**src/rtl/bus_interconnect.sv**
```systemverilog
// ---------------------------------------------------------------------------
// bus_interconnect
//   Single-master, NUM_SLAVES-slave bus fabric. A CPU request is registered,
//   decoded against per-slave base/mask windows, and the lowest-index hit
//   slave is selected one-hot. The fabric waits for that slave's ready and
//   returns its read data to the CPU with a held valid/ready handshake.
//   Unmapped accesses complete immediately with busError set.
//
//   Optional feature macro: BUS_TIMEOUT_EN
//     defined   : an access waiting TIMEOUT_CYCLES cycles without ready is
//                 abandoned and completes with busError set.
//     undefined : the fabric waits on slaveReady indefinitely.
//
// Ports
//   clk, rst        clock (rising edge), synchronous active-high reset
//   busAddress      master address
//   busDataIn       master write data
//   busWriteEnable  1 = write, 0 = read
//   busValid        master request, held until busReady is seen
//   busReady        completion, held while busValid stays high
//   busDataOut      read data (valid with busReady)
//   busError        with busReady: unmapped or timed-out access
//   slaveSelect     one-hot chip select
//   slaveAddress    registered address to slaves
//   slaveDataIn     registered write data to slaves
//   slaveWrite      registered write strobe, only high with a select
//   slaveDataOut    packed slave read data, slot i = [DATA_WIDTH*i +: DATA_WIDTH]
//   slaveReady      per-slave ready, only the selected bit matters
//   errorAddress    address of the most recent error access
// ---------------------------------------------------------------------------

// Address window match for one slave.
module busAddrMatch #(
   parameter logic [31:0] BASE = 32'h0,
   parameter logic [31:0] MASK = 32'h0
) (
   input  logic [31:0] address,
   output logic        hit
);
   assign hit = ((address & MASK) == BASE);
endmodule

module bus_interconnect #(
   parameter int                        NUM_SLAVES     = 4,
   parameter int                        DATA_WIDTH     = 32,
   parameter logic [NUM_SLAVES*32-1:0]  SLAVE_BASE     = {NUM_SLAVES{32'h0}},
   parameter logic [NUM_SLAVES*32-1:0]  SLAVE_MASK     = {NUM_SLAVES{32'h0}},
   parameter int                        TIMEOUT_CYCLES = 255,
   parameter logic [DATA_WIDTH-1:0]     ERROR_DATA     = 32'hDEADBEEF
) (
   input  logic                             clk,
   input  logic                             rst,
   input  logic [31:0]                      busAddress,
   input  logic [DATA_WIDTH-1:0]            busDataIn,
   input  logic                             busWriteEnable,
   input  logic                             busValid,
   output logic                             busReady,
   output logic [DATA_WIDTH-1:0]            busDataOut,
   output logic                             busError,
   output logic [NUM_SLAVES-1:0]            slaveSelect,
   output logic [31:0]                      slaveAddress,
   output logic [DATA_WIDTH-1:0]            slaveDataIn,
   output logic                             slaveWrite,
   input  logic [NUM_SLAVES*DATA_WIDTH-1:0] slaveDataOut,
   input  logic [NUM_SLAVES-1:0]            slaveReady,
   output logic [31:0]                      errorAddress
);

   localparam logic [1:0] IDLE   = 2'd0;
   localparam logic [1:0] ACCESS = 2'd1;
   localparam logic [1:0] DONE   = 2'd2;

   logic [1:0]            state;
   logic [NUM_SLAVES-1:0] hitVec;
   logic [NUM_SLAVES-1:0] firstHit;
   logic [DATA_WIDTH-1:0] selData;
   logic                  slaveAck;

   // Per-slave window decode.
   for (genvar i = 0; i < NUM_SLAVES; i++) begin : gDecode
      busAddrMatch #(
         .BASE(SLAVE_BASE[32*i +: 32]),
         .MASK(SLAVE_MASK[32*i +: 32])
      ) uMatch (
         .address(busAddress),
         .hit    (hitVec[i])
      );
   end

   // Isolate the lowest set bit so overlapping windows resolve to the
   // lowest slave index.
   assign firstHit = hitVec & (~hitVec + NUM_SLAVES'(1));

   // Only the selected slave's ready is honoured; all others are masked.
   assign slaveAck = |(slaveSelect & slaveReady);

   always_comb begin
      selData = '0;
      for (int i = 0; i < NUM_SLAVES; i++)
         if (slaveSelect[i]) selData = slaveDataOut[DATA_WIDTH*i +: DATA_WIDTH];
   end

`ifdef BUS_TIMEOUT_EN
   localparam int TW = ($clog2(TIMEOUT_CYCLES + 1) > 8) ? $clog2(TIMEOUT_CYCLES + 1) : 8;
   logic [TW-1:0] timeoutCount;
   logic          timeoutHit;

   // Counter holds the number of completed wait cycles; this cycle would be
   // the TIMEOUT_CYCLES-th one.
   assign timeoutHit = ({1'b0, timeoutCount} + (TW+1)'(1)) >= (TW+1)'(TIMEOUT_CYCLES);
`endif

   always_ff @(posedge clk) begin
      if (rst) begin
         state        <= IDLE;
         busReady     <= 1'b0;
         busError     <= 1'b0;
         busDataOut   <= '0;
         slaveSelect  <= '0;
         slaveAddress <= '0;
         slaveDataIn  <= '0;
         slaveWrite   <= 1'b0;
         errorAddress <= '0;
`ifdef BUS_TIMEOUT_EN
         timeoutCount <= '0;
`endif
      end else begin
         case (state)
            IDLE: begin
               if (busValid) begin
                  slaveAddress <= busAddress;
                  slaveDataIn  <= busDataIn;
                  if (|hitVec) begin
                     slaveSelect <= firstHit;
                     slaveWrite  <= busWriteEnable;
                     state       <= ACCESS;
`ifdef BUS_TIMEOUT_EN
                     timeoutCount <= '0;
`endif
                  end else begin
                     // Unmapped: complete at once rather than hang the CPU.
                     busReady     <= 1'b1;
                     busError     <= 1'b1;
                     busDataOut   <= ERROR_DATA;
                     errorAddress <= busAddress;
                     state        <= DONE;
                  end
               end
            end

            ACCESS: begin
               // A ready on the limit cycle takes priority over the timeout.
               if (slaveAck) begin
                  busDataOut  <= selData;
                  slaveSelect <= '0;
                  slaveWrite  <= 1'b0;
                  busReady    <= 1'b1;
                  busError    <= 1'b0;
                  state       <= DONE;
               end
`ifdef BUS_TIMEOUT_EN
               else if (timeoutHit) begin
                  slaveSelect  <= '0;
                  slaveWrite   <= 1'b0;
                  busReady     <= 1'b1;
                  busError     <= 1'b1;
                  busDataOut   <= ERROR_DATA;
                  errorAddress <= slaveAddress;
                  state        <= DONE;
               end else begin
                  timeoutCount <= timeoutCount + TW'(1);
               end
`endif
            end

            DONE: begin
               // Response held until the master withdraws its request.
               if (!busValid) begin
                  busReady <= 1'b0;
                  busError <= 1'b0;
                  state    <= IDLE;
               end
            end

            default: state <= IDLE;
         endcase
      end
   end

endmodule

```
**config.mk**
```make
export PLATFORM = sky130hd
export DESIGN_NAME = bus_interconnect
export DESIGN_NICKNAME = d
export VERILOG_FILES = /design/src/rtl/bus_interconnect.sv
export SDC_FILE = /design/constraint.sdc
export NUM_CORES = 1
export LEC_CHECK = 0
export BUFFER_PORTS_ARGS = -buffer_cell sky130_fd_sc_hd__buf_2
export CAP_MARGIN = 20
export CELL_PAD_IN_SITES_DETAIL_PLACEMENT = 0
export CELL_PAD_IN_SITES_GLOBAL_PLACEMENT = 1
export CORE_ASPECT_RATIO = 0.5
export CORE_MARGIN = 2
export CORE_UTILIZATION = 22
export DETAILED_ROUTE_END_ITERATION = 10
export GPL_TIMING_DRIVEN = 0
export PLACE_DENSITY = 0.77
export SYNTH_ARGS = -nofsm -noshare
export SYNTH_HDL_FRONTEND = slang
export SYNTH_SLANG_ARGS = --single-unit
```
**constraint.sdc**
```tcl
create_clock -name clk -period 1.3 [get_ports clk]
set_input_delay 0.13 -clock clk [delete_from_list [all_inputs] [get_ports clk]]
set_output_delay 0.13 -clock clk [all_outputs]
set_load 0.1 [all_outputs]
```
==> results of run 1 <==
[placed cells by master, fill, tap and decap left out]
cell,n
clkinv_2,1
nand3b_1,1
a21oi_2,6
inv_1,1
clkinvlp_4,2
clkbuf_16,11
a21oi_1,94
clkbuf_2,1
buf_4,46
dfxtp_1,97
nand2_1,180
or3b_4,1
and4b_1,1
nand2_2,9
buf_8,3
nand4b_1,1
clkbuf_1,11
buf_6,10
nand3_1,2
nor2_1,1
conb_1,36
buf_2,195
nor3b_4,1
clkbuf_4,7
dfxtp_4,3
bufinv_16,3
o31ai_1,1
nand2_4,4
o21ai_0,1
nor3_1,1
dfxtp_2,1
clkbuf_8,1
[metal layers]
| layer | GRT usage | wire (um) | up-vias |
|---|---|---|---|
| li1 | - | - | 1956 |
| met1 | 0.1311 | 4667 | 1761 |
| met2 | 0.2445 | 6649 | 87 |
| met3 | 0.02540 | 469 | 18 |
| met4 | 0.03995 | 238 | 0 |
| met5 | 0 | 0 | - |
[area by class of cell]
cell class / instances / area, um^2 / area share
flip-flops and latches: 101 / 2034 / 0.3495
multi-input cells: 340 / 1523 / 0.2616
repair buffers: 207 / 1119 / 0.1921
plain buffers: 68 / 509.2 / 0.08747
well taps: 227 / 284.0 / 0.04879
clock buffers: 10 / 239.0 / 0.04105
clock inverters: 6 / 110.1 / 0.01891
inverters: 1 / 3.754 / 0.0006447
[power by group through the flow]
stage / registers (mW) / logic [mW] / clock network, mW
after floorplan: 4.43 / 0.893 / 0
after global placement: 3.38 / 2.35 / 0
after detailed placement: 3.38 / 2.36 / 0
after CTS: 3.31 / 2.38 / 3.23
after global routing: 3.34 / 2.54 / 3.36
final: 3.32 / 2.44 / 3.13
[timing repair]
| action | 4_1_cts | 5_1_grt |
|---|---|---|
| pin swaps | 0 | 13 |
| gates resized for setup | 7 | 44 |
| buffers inserted | 4 | 3 |
| gates cloned | 0 | 2 |
| endpoints found under the setup margin | 86 | 95 |
[metrics by stage]
stage / total power, mW / instances / cell area, um^2 / utilization
2_1_floorplan: 5.326 / 511 / 3953 / -
3_3_place_gp: 5.731 / 936 / 5228 / 0.3142
3_5_place_dp: 5.744 / 936 / 5228 / 0.3142
4_1_cts: 8.918 / 956 / 5625 / 0.3381
5_1_grt: 9.247 / 960 / 5822 / 0.3499
6_report: 8.889 / 960 / 5822 / 0.3499
[critical path: cells and delay by family, from the launching register on]
kind	cells	cell delay, ns
and+or+nand+nor	2	0.49
DFF	1	0.37
buffers and inverters	2	0.32
AOI/OAI and AO/OA	1	0.05
[registers in the layout (all words and copies together) (netlist names)]
register / flops
busDataOut: 32
slaveAddress: 32
slaveDataIn: 32
state: 2
busReady: 1
slaveSelect: 1
slaveWrite: 1
[cells by family after synthesis]
logic type | Yosys count | share of synthesized area
compound gates | 102 | 0.1350
buf+inv | 70 | 0.1241
flops | 101 | 0.5319
other cells | 1 | 0.0009865
simple gates | 202 | 0.2080
[worst max path at each step]
stage,from,to,slack (ns),cells after the start
CTS,state[0]$_SDFFE_PP0P_,slaveAddress[9]$_SDFFE_PP0P_,-0.08,6
detailed placement,state[1]$_SDFFE_PP0P_,busDataOut[16]$_SDFFE_PP0P_,-0.31,4
floorplan,slaveSelect[0]$_SDFFE_PP0P_,busDataOut[26]$_SDFFE_PP0P_,-0.06,4
global placement,state[1]$_SDFFE_PP0P_,busDataOut[12]$_SDFFE_PP0P_,-0.24,4
global route,state[1]$_SDFFE_PP0P_,slaveDataIn[17]$_SDFFE_PP0P_,-0.12,5
finish,state[1]$_SDFFE_PP0P_,slaveAddress[18]$_SDFFE_PP0P_,-0.08,5
==> impl_metrics.json, run 1 <==
{
  "timing.rr.start": "state[1]$_SDFFE_PP0P_",
  "cts_tree": "built",
  "portBuffers": 198,
  "seq_area_frac_synth": 0.5319,
  "fp.dieArea_um2": 18410,
  "cp_slowest_stage_delay_ns": 0.43,
  "p_leak_nw": 2.782,
  "cts-root-buf": "clkbuf_16",
  "worstPathArrival_ns": 1.57,
  "core_area_um2": 16640,
  "cp_data_required_time_ns": 1.50,
  "synth_flop_cell": "dfxtp_1",
  "p_seq_frac": 0.374,
  "p_sw_mw": 3.216,
  "power_per_cell_area_nw_per_um2": 1527,
  "netSwitchingFraction": 0.3618,
  "period_share": 1.058,
  "violations": "negative setup slack",
  "crit_path_start_kind": "flop",
  "fillers": 1786,
  "die_y_um": 96.95,
  "vias_per_cell": 3.981,
  "setup_ws_ns": -0.07572,
  "yosys.area.top_type": "dfxtp_1",
  "hold_end": "slaveAddress[28]$_SDFFE_PP0P_",
  "regToRegSetupSlack_ns": -0.08,
  "grt_pass1_vias": 3554,
  "cts_inserted_buffers": 9,
  "yosys-top-cells-count": "nand2_1 (193), dfxtp_1 (101), a21oi_1 (100), buf_4 (40), clkbuf_1 (12)",
  "crit_fanout": 6,
  "slew_violations": 0,
  "whs_ns": 0.02316,
  "fin_skew_ns": 0.003386,
  "worst_ir_drop_vdd_v": 0.0005883,
  "wl_mm": 12.03,
  "first_pass_iters": 4,
  "ios": 335,
  "hold_path.startpoint": "busAddress[28]",
  "rr_worst_depth": 5,
  "antenna-diode-count": 0,
  "hold_buffers": 0,
  "relSlewSlack": 0.5829,
  "power.clock.fraction": 0.352,
  "synth_area_leaders": "dfxtp_1 (53%), nand2_1 (19%), a21oi_1 (13%)",
  "worstPathCellList": "or3b_4, buf_8, clkbuf_16, nand2_2, a21oi_1",
  "first_iter_violations": 88,
  "endpoint_kind": "flop",
  "synthArstFlopShare": 0,
  "maxCapViolations": 0,
  "combPwrFrac": 0.274,
  "track_usage": 0.1243,
  "timing.rr.end": "slaveAddress[18]$_SDFFE_PP0P_",
  "synth.avg_cell_area_um2": 7.986,
  "grt_pass1_wl_mm": 18.04,
  "clk_pin_slew_worst_paths_ns": 0.07,
  "syn_area_um2": 3801,
  "yosys_register_bits": 101,
  "area_growth_pct": 53.16,
  "crit_type": "reg -> reg",
  "antenna_found_initial": 0,
  "final.setup.tns_ns": -2.729,
  "status": "finished, violations left",
  "final-hold-violation-count": 0,
  "syn_inst": 476,
  "fmax_mhz": 726.9,
  "fin_nets": 928,
  "avgRoutedWirePerCell_um": 12.53,
  "synth-edff-count": 0,
  "worstMarginPinSlew_ns": 0.6257,
  "dp_hpwl_mm": 9.001,
  "htree_levels": 3,
  "clk_latency_ns": 0.33,
  "ys_warn_count": 0,
  "cts_max_path_buffers": 2,
  "hp-class": "in -> reg",
  "synth_cell_types": 19,
  "num_vias": 3822,
  "finalCriticalPeriod_ns": 1.376,
  "final_layout_size_suffix_gt1_frac": 0.4161,
  "crit_slowest_cell": "or3b_4",
  "rows": 33,
  "gp_congestion": 0.7323,
  "rsz0062_at_grt": "yes",
  "place_ws_ns": -0.3089,
  "drtAntennaViolNets": 0,
  "min_path_cells": 3,
  "die_w_um": 189.9,
  "synth_top_area_frac": 0.5319,
  "gr-total-overflow": 0,
  "setup_violations": 51,
  "internal-power_mw": 5.673,
  "synth.most_common_cell": "nand2_1",
  "clock-sinks": 101,
  "grt_max_degree": 17,
  "start_util": 0.2284,
  "drc_errors": 0
}
No activity file was read; power rests on OpenSTA's default activity.
==> run 2, diff against run 1 <==
==> config.mk (replaced) <==
export PLATFORM = sky130hd
export DESIGN_NAME = bus_interconnect
export DESIGN_NICKNAME = d
export VERILOG_FILES = /design/src/rtl/bus_interconnect.sv
export SDC_FILE = /design/constraint.sdc
export NUM_CORES = 1
export LEC_CHECK = 0
export BUFFER_PORTS_ARGS = -buffer_cell sky130_fd_sc_hd__buf_2
export CAP_MARGIN = 20
export CELL_PAD_IN_SITES_DETAIL_PLACEMENT = 1
export CELL_PAD_IN_SITES_GLOBAL_PLACEMENT = 2
export CORE_ASPECT_RATIO = 0.5
export CORE_MARGIN = 2
export CORE_UTILIZATION = 16
export DETAILED_ROUTE_END_ITERATION = 10
export GPL_TIMING_DRIVEN = 0
export PLACE_DENSITY = 0.76
export SYNTH_ARGS = -nofsm -noshare
export SYNTH_HDL_FRONTEND = slang
export SYNTH_SLANG_ARGS = --single-unit
==> run 2 against run 1 <==
Compared with the run above:
- the flow still finishes with violations (negative setup slack)
- worst hold slack gained 0.0026 ns
- global-route usage down 0.20 points
- die area increased by 36%
- clock skew up 0.0082 ns
- cell area increased by 26%
- sequential power is essentially flat
- worst setup slack improved by 0.025 ns
- critical endpoint is now slaveAddress[10]$_SDFFE_PP0P_
- highest routed layer unchanged
==> impl_metrics.json, run 2 (synthesized netlist as in run 1, its figures left out) <==
{
  "ios": 335,
  "maxCapViolations": 0,
  "endpoint_kind": "flop",
  "hp-class": "in -> reg",
  "final_layout_size_suffix_gt1_frac": 0.4282,
  "period_share": 1.039,
  "area_growth_pct": 92.73,
  "cts_inserted_buffers": 9,
  "final-hold-violation-count": 0,
  "cts_max_path_buffers": 2,
  "final.setup.tns_ns": -1.889,
  "worst_ir_drop_vdd_v": 0.0004787,
  "gr-total-overflow": 0,
  "grt_pass1_wl_mm": 23.78,
  "rsz0062_at_grt": "yes",
  "num_vias": 4368,
  "clk_pin_slew_worst_paths_ns": 0.07,
  "cp_slowest_stage_delay_ns": 0.43,
  "finalCriticalPeriod_ns": 1.351,
  "clock-sinks": 101,
  "drtAntennaViolNets": 0,
  "start_util": 0.1647,
  "dp_hpwl_mm": 10.65,
  "status": "finished, violations left",
  "vias_per_cell": 3.835,
  "final_cell_mix": "nand2_1 (159), buf_2 (130), dfxtp_1 (97)",
  "wl_mm": 16.17,
  "p_leak_nw": 3.348,
  "track_usage": 0.1223,
  "crit_path_start_kind": "flop",
  "cp_data_required_time_ns": 1.52,
  "setup_violations": 68,
  "layout_commonest_cell": "nand2_1",
  "fp.dieArea_um2": 25080,
  "violations": "negative setup slack",
  "first_iter_violations": 130,
  "fin_nets": 1024,
  "fmax_mhz": 740.2,
  "htree_levels": 3,
  "crit_fanout": 6,
  "avgRoutedWirePerCell_um": 14.20,
  "relSlewSlack": 0.4983,
  "largest_registers": "busDataOut: 32 flops, slaveAddress: 32 flops, slaveDataIn: 32 flops",
  "power_per_cell_area_nw_per_um2": 1221,
  "cts-root-buf": "clkbuf_16",
  "rows": 39,
  "cts_tree": "built",
  "antenna_found_initial": 2,
  "fin_skew_ns": 0.01161,
  "drc_errors": 0,
  "portBuffers": 198,
  "crit_slowest_cell": "or3b_4",
  "gp_congestion": 0.7558,
  "setup_ws_ns": -0.05099,
  "place_ws_ns": -0.1590,
  "grt_pass1_vias": 4494,
  "worstPathCellList": "or3b_4, buf_12, buf_8, nand2_1, a21oi_1",
  "crit_type": "reg -> reg",
  "clk_latency_ns": 0.36,
  "die_y_um": 113.0,
  "first_pass_iters": 4,
  "slew_violations": 0,
  "worstPathArrival_ns": 1.57,
  "grt_max_degree": 18,
  "core_area_um2": 23080,
  "die_w_um": 222.0,
  "worstMarginPinSlew_ns": 0.7525
}
run 2: cell types whose count changed in the layout (fill, tap and decap cells not counted), sizes merged:
cell,change
dlygate4sd3,+93
clkbuf,+40
buf,-37
diode,+3
bufinv,-2
inv,+2
bufbuf,+1
clkinvlp,-1
run 2: final timing paths:
path                               startpoint                       endpoint  slack, ns  cells past startpoint
setup / recovery        state[1]$_SDFFE_PP0P_  slaveAddress[10]$_SDFFE_PP0P_      -0.05                      5
hold / removal                 busAddress[22]  slaveAddress[22]$_SDFFE_PP0P_       0.03                      3
hold reg to reg   slaveDataIn[2]$_SDFFE_PP0P_    slaveDataIn[2]$_SDFFE_PP0P_       0.45                      2
setup reg to reg        state[1]$_SDFFE_PP0P_  slaveAddress[10]$_SDFFE_PP0P_      -0.05                      5
run 2: routing by layer:
layer / part of all wire / wire (um) / GRT usage
met1: 0.37 / 6055 / 0.1276
met2: 0.54 / 8793 / 0.2329
met3: 0.030 / 489 / 0.02545
met4: 0.052 / 833 / 0.06667
met5: 0 / 0 / 0
run 2: per-stage QoR:
step	total power [mW]	instances	cell area [um^2]	hold WS [ns]	util
floorplan	5.326	511	3953	0.2660	-
global placement	5.750	1016	5328	0.3715	0.2308
detailed placement	5.773	1016	5328	0.3786	0.2308
CTS	8.964	1131	6724	0.001188	0.2913
global route	9.370	1138	7323	0.01389	0.3173
finish	8.945	1139	7326	0.02573	0.3174
run 2: final cells by class:
cell class	instances	area, um^2
fillers	2750	15760
repair buffers	303	2286
flip-flops and latches	101	2034
multi-input cells	340	1769
plain buffers	68	548.0
well taps	307	384.1
clock buffers	11	232.7
clock inverters	5	60.06
diodes	3	7.507
inverters	1	3.754
run 2: power by group:
group / switching [mW] / total, mW / internal (mW)
registers: 0.0861 / 3.33 / 3.24
logic: 2.06 / 2.83 / 0.762
clock network: 1.28 / 2.79 / 1.51
run 2: what timing repair did:
action | 4_1_cts | 5_1_grt
endpoints found under the hold margin | 93 | 0
pin swaps | 1 | 47
setup buffers | 5 | 2
cloned | 2 | 3
gates resized for setup | 35 | 160
hold buffers | 93 | 0
endpoints found under the setup margin | 107 | 138
run 2: critical path, delay by kind of cell, from the launching register on:
kind	cells	cell delay, ns
buf+inv	2	0.31
compound gates	1	0.06
flops	1	0.35
simple gates	2	0.49
